**config.mk**
```make
export PLATFORM = sky130hd
export DESIGN_NAME = sram_bus_arbiter
export DESIGN_NICKNAME = d
export VERILOG_FILES = /design/src/rtl/sram_bus_arbiter.sv
export SDC_FILE = /design/constraint.sdc
export NUM_CORES = 1
export LEC_CHECK = 0
export BUFFER_PORTS_ARGS = -buffer_cell sky130_fd_sc_hd__buf_2
export CORE_AREA = 2 2 109 111
export CTS_CLUSTER_DIAMETER = 80
export CTS_CLUSTER_SIZE = 16
export DETAILED_ROUTE_END_ITERATION = 8
export DIE_AREA = 0 0 111 113
export HOLD_SLACK_MARGIN = 0.08
export SETUP_SLACK_MARGIN = 0.5
export SLEW_MARGIN = 30
export SYNTH_ARGS = -nofsm -noshare
export SYNTH_HDL_FRONTEND = slang
export SYNTH_SLANG_ARGS = --single-unit
```
**constraint.sdc**
```tcl
create_clock -name clk -period 1.65 [get_ports clk]
set_clock_uncertainty 0.2 [all_clocks]
set_input_delay 0.165 -clock clk [delete_from_list [all_inputs] [get_ports clk]]
set_output_delay 0.165 -clock clk [all_outputs]
set_load 0.005 [all_outputs]
```
**src/rtl/sram_bus_arbiter.sv**
```systemverilog
// Shares one SRAM-like bus between the fetch (inst) and load/store (data) ports.
// One outstanding transaction; cancelled fetch responses are consumed silently.
module sram_bus_arbiter #(
  parameter int ADDR_W    = 32,
  parameter int DATA_W    = 32,
  parameter int DATA_PRIO = 1
) (
  input  logic                clk,
  input  logic                rst,
  input  logic                inst_req,
  input  logic [ADDR_W-1:0]   inst_addr,
  input  logic                inst_cancel,
  output logic                inst_addr_ok,
  output logic                inst_data_ok,
  output logic [DATA_W-1:0]   inst_rdata,
  input  logic                data_req,
  input  logic                data_wr,
  input  logic [1:0]          data_size,
  input  logic [DATA_W/8-1:0] data_wstrb,
  input  logic [ADDR_W-1:0]   data_addr,
  input  logic [DATA_W-1:0]   data_wdata,
  output logic                data_addr_ok,
  output logic                data_data_ok,
  output logic [DATA_W-1:0]   data_rdata,
  output logic                bus_req,
  output logic                bus_wr,
  output logic [1:0]          bus_size,
  output logic [DATA_W/8-1:0] bus_wstrb,
  output logic [ADDR_W-1:0]   bus_addr,
  output logic [DATA_W-1:0]   bus_wdata,
  input  logic                bus_addr_ok,
  input  logic                bus_data_ok,
  input  logic [DATA_W-1:0]   bus_rdata
);

  typedef enum logic [1:0] {
    IDLE = 2'd0,
    LOCK = 2'd1,
    WAIT = 2'd2
  } state_t;

  state_t state;
  logic   owner;
  logic   drop;

  logic winner_data;
  logic sel_data;
  logic any_req;
  logic grant;
  logic resp;

  assign any_req     = inst_req | data_req;
  assign winner_data = (DATA_PRIO != 0) ? data_req : (data_req & ~inst_req);

  // Once locked or waiting the owner register steers the mux, never the live requests.
  assign sel_data = (state == IDLE) ? winner_data : owner;

  always_comb begin
    bus_req = 1'b0;
    if (!rst) begin
      case (state)
        IDLE:    bus_req = any_req;
        LOCK:    bus_req = 1'b1;
        default: bus_req = 1'b0;
      endcase
    end
  end

  assign grant = bus_req & bus_addr_ok;
  assign resp  = ~rst & (state == WAIT) & bus_data_ok;

  assign inst_addr_ok = grant & ~sel_data;
  assign data_addr_ok = grant & sel_data;
  assign data_data_ok = resp & owner;
  assign inst_data_ok = resp & ~owner & ~drop & ~inst_cancel;

  assign inst_rdata = bus_rdata;
  assign data_rdata = bus_rdata;

  always_comb begin
    if (sel_data) begin
      bus_wr    = data_wr;
      bus_size  = data_size;
      bus_wstrb = data_wstrb;
      bus_addr  = data_addr;
      bus_wdata = data_wdata;
    end else begin
      bus_wr    = 1'b0;
      bus_size  = 2'd2;
      bus_wstrb = '0;
      bus_addr  = inst_addr;
      bus_wdata = '0;
    end
  end

  always_ff @(posedge clk) begin
    if (rst) begin
      state <= IDLE;
      owner <= 1'b0;
      drop  <= 1'b0;
    end else begin
      case (state)
        IDLE: begin
          if (any_req) begin
            owner <= winner_data;
            state <= bus_addr_ok ? WAIT : LOCK;
          end
        end
        LOCK: begin
          if (inst_cancel && !owner) drop <= 1'b1;
          if (bus_addr_ok) state <= WAIT;
        end
        WAIT: begin
          if (inst_cancel && !owner) drop <= 1'b1;
          if (bus_data_ok) begin
            state <= IDLE;
            drop  <= 1'b0;
          end
        end
        default: state <= IDLE;
      endcase
    end
  end

endmodule

```
==> results of run 1 <==
## state kept, by name, indices dropped and copies added, names as in the netlist
name   cells
state      2
drop       1
owner      1
## worst max path at each step
stage | start | end | slack, ns | cells past startpoint
CTS | state[1] | bus_addr[31] | -0.50 | 7
global route | state[0] | bus_addr[9] | -0.57 | 7
floorplan | state[1] | bus_addr[11] | -0.08 | 6
finish | state[0] | bus_addr[9] | -0.51 | 7
global placement | state[1] | bus_addr[6] | -0.24 | 6
detailed placement | state[1] | bus_addr[31] | -0.28 | 6
## per-layer routing
metal	GRT usage [%]	wire (um)	vias to the layer above
met3	2.62	693	22
met2	17.1	3700	148
met1	6.90	2100	776
met4	4.17	185	0
li1	-	-	825
met5	0	0	-
## cell type report
class                   count  area [sq um]
fillers                  1164          8270
repair buffers            220          1570
multi-input cells          96          1080
well taps                 143           179
flip-flops and latches      4          82.6
clock buffers               3          75.1
inverters                   4          15.0
## cells in the mapped netlist, drive strengths merged
cell type and number:
a21oi 4, a311oi 1, a31oi 1, and3 1
and3b 1, buf 72, dfxtp 4, ha 3
inv 4, mux2 32, mux2i 1, nand2b 1
nand3b 1, nor2 1, nor2b 40, nor3b 1
nor4 2, o21ai 1, o21ba 1, o31a 1
o31ai 1, or2 1, or4 1
## power groups by stage
stage	Clock (uW)	Sequential, uW	Combinational, uW
floorplan	0	122	629
global placement	0	122	937
detailed placement	0	123	951
CTS	382	122	1200
global route	394	123	1660
finish	382	123	1550
## stage by stage
stage	area [sq um]	utilization, %
CTS	2570	22.8
detailed placement	2200	19.6
finish	3000	26.7
floorplan	1520	-
global route	3000	26.7
global placement	2200	19.6
## critical path: stages, from the launching register on
cell,delay [ns]
sky130_fd_sc_hd__dfxtp_2,0.31
sky130_fd_sc_hd__inv_2,0.07
sky130_fd_sc_hd__ha_4,0.15
sky130_fd_sc_hd__mux2i_4,0.26
sky130_fd_sc_hd__buf_12,0.17
sky130_fd_sc_hd__clkbuf_16,0.17
sky130_fd_sc_hd__mux2_4,0.31
sky130_fd_sc_hd__buf_6,0.12
## cell families after synthesis
family                   count (synthesis)  synth area share, %
buffers and inverters                   76                 37.0
AND/OR/NAND/NOR                         50                 21.3
multiplexers                            33                 29.4
AO/OA/AOI/OAI                           10                 4.45
flip-flops                               4                 5.38
adder cells (fa/ha/maj)                  3                 2.52
## timing repair
| item | CTS | global route |
|---|---|---|
| gates resized for setup | 26 | 52 |
| buffers inserted | 9 | 4 |
| setup endpoints to repair | 80 | 80 |
| pin swaps | 6 | 4 |
| endpoints found under the hold margin | 3 | 1 |
| cloned | 3 | 5 |
==> reports/qor.log, run 1 <==
INFO  status         outcome=complete, but fails checks
INFO  status         violations_in_the_final_reports=setup timing
INFO  setup_path     r2r.worst_path.cells=10
INFO  layout         antenna_cells_inserted=0
INFO  sta            max_freq=463MHz
INFO  layout         layoutNonFillerInstCount=470
INFO  detailed_routing avgRoutedWirePerCell=14.2um
INFO  clock_network  clockRootBuffer=sky130_fd_sc_hd__clkbuf_16
INFO  power          power.net_switching=638uW
INFO  logic_synthesis synth_area_leader_cell=sky130_fd_sc_hd__buf_4
INFO  detailed_routing drt_iter0_markers=25
INFO  placement      gp_congestion=0.743
INFO  logic_synthesis yosys-top-cells-area=sky130_fd_sc_hd__buf_4 (33%), sky130_fd_sc_hd__mux2_4 (18%), sky130_fd_sc_hd__nor2b_1 (17%), sky130_fd_sc_hd__mux2_2 (11%), sky130_fd_sc_hd__dfxtp_1 (5.4%)
INFO  detailed_routing wirelength=6680um
INFO  power          pwr-share-seq=6.0%
INFO  sta            rsz_0062_raised_after_global_routing=true
INFO  global_routing grt_antenna_before_repair=0
INFO  placement      dp_slack=-0.277ns
INFO  logic_synthesis ys_warn_count=0
INFO  floorplanning  die-area=12500squm
INFO  setup_path     rrSetupSlack=-0.28ns
INFO  power          design_power_total=2060uW
INFO  setup_path     path_class=reg2out
INFO  power          p_int=1420uW
INFO  global_routing globalRouteTotalUtil=8.24%
INFO  clock_network  numCtsBuffers=3
INFO  floorplanning  horizontal_extent_of_the_die=111um
INFO  setup_path     required_time_of_the_worst_setup_path=1.28ns
INFO  floorplanning  start_util=13.2%
INFO  layout         finalNetCount=474
INFO  clock_network  worst_skew_pair.late_latency=0.23ns
INFO  sta            hold_ws=0.0322ns
INFO  sta            timing.final.crit_share=131%
INFO  detailed_routing post-route-drc-count=0
INFO  global_routing grt_overflow_total=0
INFO  power          clock_power_share=18.5%
INFO  global_routing grt_pass1_vias=1705
INFO  detailed_routing drt_pre_antenna_iters=4
INFO  clock_network  tritoncts=built
INFO  layout         flow.area_growth_from_synthesis=102%
INFO  sta            setup_slack=-0.509ns
INFO  logic_synthesis synthesis.nets=321
INFO  floorplanning  die_outline_height=113um
INFO  setup_path     worst_setup_path_end_kind=primary output
INFO  placement      placed_instances=443
INFO  clock_network  clkSinkCount=4
INFO  min_path       worstHoldPathCells=2
INFO  global_routing grt_max_degree=18
INFO  run            max_cap_viol_count=0
INFO  floorplanning  boundaryPins=282
INFO  sta            final_max_slew_viols=0
INFO  logic_synthesis synth-seq-cells=4
INFO  logic_synthesis synthesis.instances=176
INFO  clock_network  holdBufCountCts=3
INFO  logic_synthesis synth_sequential_area_ratio=5.38%
INFO  floorplanning  core.rowCount=39
INFO  sta            fin_setup_tns=-32.63ns
INFO  sta            post-route-min-period=2.16ns
INFO  setup_path     critical_path.max_fanout=8
INFO  placement      io_buffer_count=185
INFO  layout         mostFrequentLayoutCell=sky130_fd_sc_hd__buf_2
INFO  detailed_routing dr_total_vias=1771
INFO  detailed_routing route.detailed.vias_per_inst=3.77
INFO  power          power-per-cell-area=685nW/um^2
INFO  setup_path     r2r_end=owner
INFO  clock_network  maximum_clock_path_buffer_count=2
INFO  global_routing grt_pass1_wl=8320um
INFO  logic_synthesis syn_area_per_cell=8.46squm
INFO  sta            final-hold-violation-count=0
INFO  power          comb_power_share=75.5%
INFO  layout         ratio_of_cells_with_drive_above_1_in_the_final_layout=86.5%
INFO  placement      detailedPlacementHpwl=4550um
INFO  min_path       min-delay-path-class=in2reg
INFO  clock_network  clk_slew_on_worst_s_h_paths=0.03ns
INFO  logic_synthesis netlist.area_leader.share=32.8%
INFO  power          p_leak=0.00162uW
INFO  power          swShare=31.0%
INFO  min_path       min_delay_src=bus_data_ok
INFO  detailed_routing ant_nets=0
INFO  sta            slew_headroom=81.6%
INFO  clock_network  htree_num_levels=1
INFO  setup_path     worst-endpoint-arrival=1.79ns
INFO  setup_path     regToRegStartpoint=state[0]
INFO  layout         commonest_cells_after_routing_fill_and_taps_aside=sky130_fd_sc_hd__buf_2 (161), sky130_fd_sc_hd__mux2_4 (30), sky130_fd_sc_hd__buf_6 (29)
INFO  sta            worstMarginPinSlew=0.274ns
INFO  setup_path     crit_path_start_kind=flop
INFO  power          vdd_drop_max=0.000302V
INFO  logic_synthesis post_synth_instance_area=1490squm
INFO  sta            setup-violations-final=79
INFO  floorplanning  fp.coreArea=11300squm
INFO  min_path       hold_critical_path_endpoint=drop
INFO  logic_synthesis synthDistinctLibCells=26
Note: power is estimated with default switching activity, not from simulation.
==> inputs of run 2 (changes only) <==
Settings changed: CORE_AREA 2 2 109 111 to 3 3 109 111, DIE_AREA 0 0 111 113 to 0 0 112 114, SKIP_CTS_REPAIR_TIMING from default to 1.
Clock period 1.65 ns to 2.14 ns, I/O delays scaled along.
==> reports/qor.log, run 2 (same netlist as run 1, synthesis figures left out) <==
INFO  placement      detailedPlacementHpwl=4280um
INFO  clock_network  tritoncts=built
INFO  setup_path     required_time_of_the_worst_setup_path=1.73ns
INFO  power          power-per-cell-area=460nW/um^2
INFO  clock_network  maximum_clock_path_buffer_count=2
INFO  floorplanning  die-area=12800squm
INFO  sta            max_freq=449MHz
INFO  floorplanning  start_util=13.7%
INFO  placement      gp_congestion=0.688
INFO  sta            final_max_slew_viols=0
INFO  sta            worstMarginPinSlew=0.383ns
INFO  clock_network  numCtsBuffers=3
INFO  detailed_routing avgRoutedWirePerCell=12.2um
INFO  setup_path     worst-endpoint-arrival=1.81ns
INFO  placement      io_buffer_count=185
INFO  layout         largest-register=state
INFO  global_routing grt_max_degree=31
INFO  sta            final-hold-violation-count=0
INFO  min_path       worstHoldPathCells=2
INFO  detailed_routing ant_nets=0
INFO  run            max_cap_viol_count=0
INFO  floorplanning  die_outline_height=114um
INFO  layout         fin_area=2460squm
INFO  sta            rsz_0062_raised_after_global_routing=true
INFO  clock_network  clkSinkCount=4
INFO  sta            slew_headroom=74.4%
INFO  detailed_routing route.detailed.vias_per_inst=3.69
INFO  global_routing globalRouteTotalUtil=6.43%
INFO  layout         multi_input_area=935squm
INFO  setup_path     worst_setup_path_end_kind=primary output
INFO  setup_path     worst_setup_path_startpoint=state[0]
INFO  layout         largest_registers=state: 2 flops, drop: 1 flops, owner: 1 flops
INFO  detailed_routing drt_pre_antenna_iters=3
INFO  detailed_routing wirelength=5400um
INFO  status         outcome=complete, but fails checks
INFO  status         violations_in_the_final_reports=setup timing
INFO  sta            setup_slack=-0.0884ns
INFO  layout         finalNetCount=450
INFO  floorplanning  boundaryPins=282
INFO  setup_path     path_class=reg2out
INFO  layout         largest_register_ff_count=2
INFO  layout         layoutNonFillerInstCount=443
INFO  clock_network  htree_num_levels=1
INFO  sta            timing.final.crit_share=104%
INFO  floorplanning  core.rowCount=38
INFO  min_path       min_delay_src=bus_data_ok
INFO  layout         fillerInstances=1187
INFO  layout         flow.area_growth_from_synthesis=65.5%
INFO  sta            setup-violations-final=61
INFO  global_routing grt_antenna_before_repair=0
INFO  detailed_routing post-route-drc-count=0
INFO  setup_path     critical_path.max_fanout=7
INFO  placement      postPlaceCellArea=2120squm
INFO  detailed_routing drt_iter0_markers=30
INFO  layout         regArea=82.6squm
INFO  global_routing grt_overflow_total=0
INFO  layout         ratio_of_cells_with_drive_above_1_in_the_final_layout=80.5%
INFO  clock_network  clockRootBuffer=sky130_fd_sc_hd__clkbuf_8
INFO  power          p_leak=0.00134uW
INFO  global_routing grt_pass1_wl=6890um
INFO  clock_network  worst_skew_pair.late_latency=0.23ns
INFO  layout         mostFrequentLayoutCell=sky130_fd_sc_hd__buf_2
INFO  clock_network  clk_slew_on_worst_s_h_paths=0.03ns
INFO  layout         commonest_cells_after_routing_fill_and_taps_aside=sky130_fd_sc_hd__buf_2 (165), sky130_fd_sc_hd__nor2b_1 (38), sky130_fd_sc_hd__mux2_4 (22), sky130_fd_sc_hd__buf_6 (22), sky130_fd_sc_hd__mux2_2 (10)
INFO  power          vdd_drop_max=0.000181V
INFO  setup_path     crit_path_start_kind=flop
INFO  global_routing grt_pass1_vias=1475
INFO  sta            post-route-min-period=2.23ns
INFO  min_path       min-delay-path-class=in2reg
INFO  setup_path     regToRegStartpoint=state[1]
INFO  detailed_routing dr_total_vias=1633
INFO  layout         antenna_cells_inserted=0
INFO  placement      placed_instances=432
INFO  floorplanning  horizontal_extent_of_the_die=112um
INFO  floorplanning  fp.coreArea=10900squm
INFO  setup_path     r2r.worst_path.cells=6
==> run 2: area by class of cell <==
class | instances | area share, %
clock buffers | 3 | 1.68
multi-input cells | 96 | 37.9
flip-flops and latches | 4 | 3.35
inverters | 4 | 0.609
well taps | 140 | 7.11
repair buffers | 196 | 49.3
==> run 2: worst max-delay path: stages, from the launching register on <==
cell                        delay, ns
sky130_fd_sc_hd__dfxtp_2         0.33
sky130_fd_sc_hd__inv_2           0.08
sky130_fd_sc_hd__ha_4            0.17
sky130_fd_sc_hd__mux2i_4         0.27
sky130_fd_sc_hd__buf_12          0.16
sky130_fd_sc_hd__clkbuf_16       0.15
sky130_fd_sc_hd__mux2_4          0.31
sky130_fd_sc_hd__buf_6           0.12
==> run 2: per-stage QoR <==
step	TNS [ns]	worst slack, ns	total power [uW]	utilization (%)	hold WS [ns]
6_report	-2.29	-0.0884	1130	22.6	0.0701
5_1_grt	-7.04	-0.150	1220	22.6	0.0924
4_1_cts	-5.16	-0.134	952	19.8	0.0387
3_5_place_dp	0	0.107	785	19.4	0.228
3_3_place_gp	0	0.160	770	19.4	0.228
2_1_floorplan	0	0.365	577	-	0.0757
==> run 2: layer usage <==
layer | share of wire (%) | up-vias | GRT usage, %
li1 | - | 769 | -
met1 | 27 | 707 | 5.56
met2 | 57 | 139 | 13.2
met3 | 14 | 18 | 2.39
met4 | 1.8 | 0 | 2.48
met5 | 0 | - | 0
==> run 2: path summary, 6_finish.rpt <==
path,end,slack (ns)
worst max register to register,state[1],0.28
worst min register to register,state[1],0.33
worst min-delay path,drop,0.07
worst max-delay path,bus_addr[21],-0.09
==> run 2: power breakdown <==
part | switching, uW | internal [uW] | total (uW)
registers | 11.1 | 86.3 | 97.3
clock network | 46.5 | 121 | 167
logic | 329 | 541 | 870
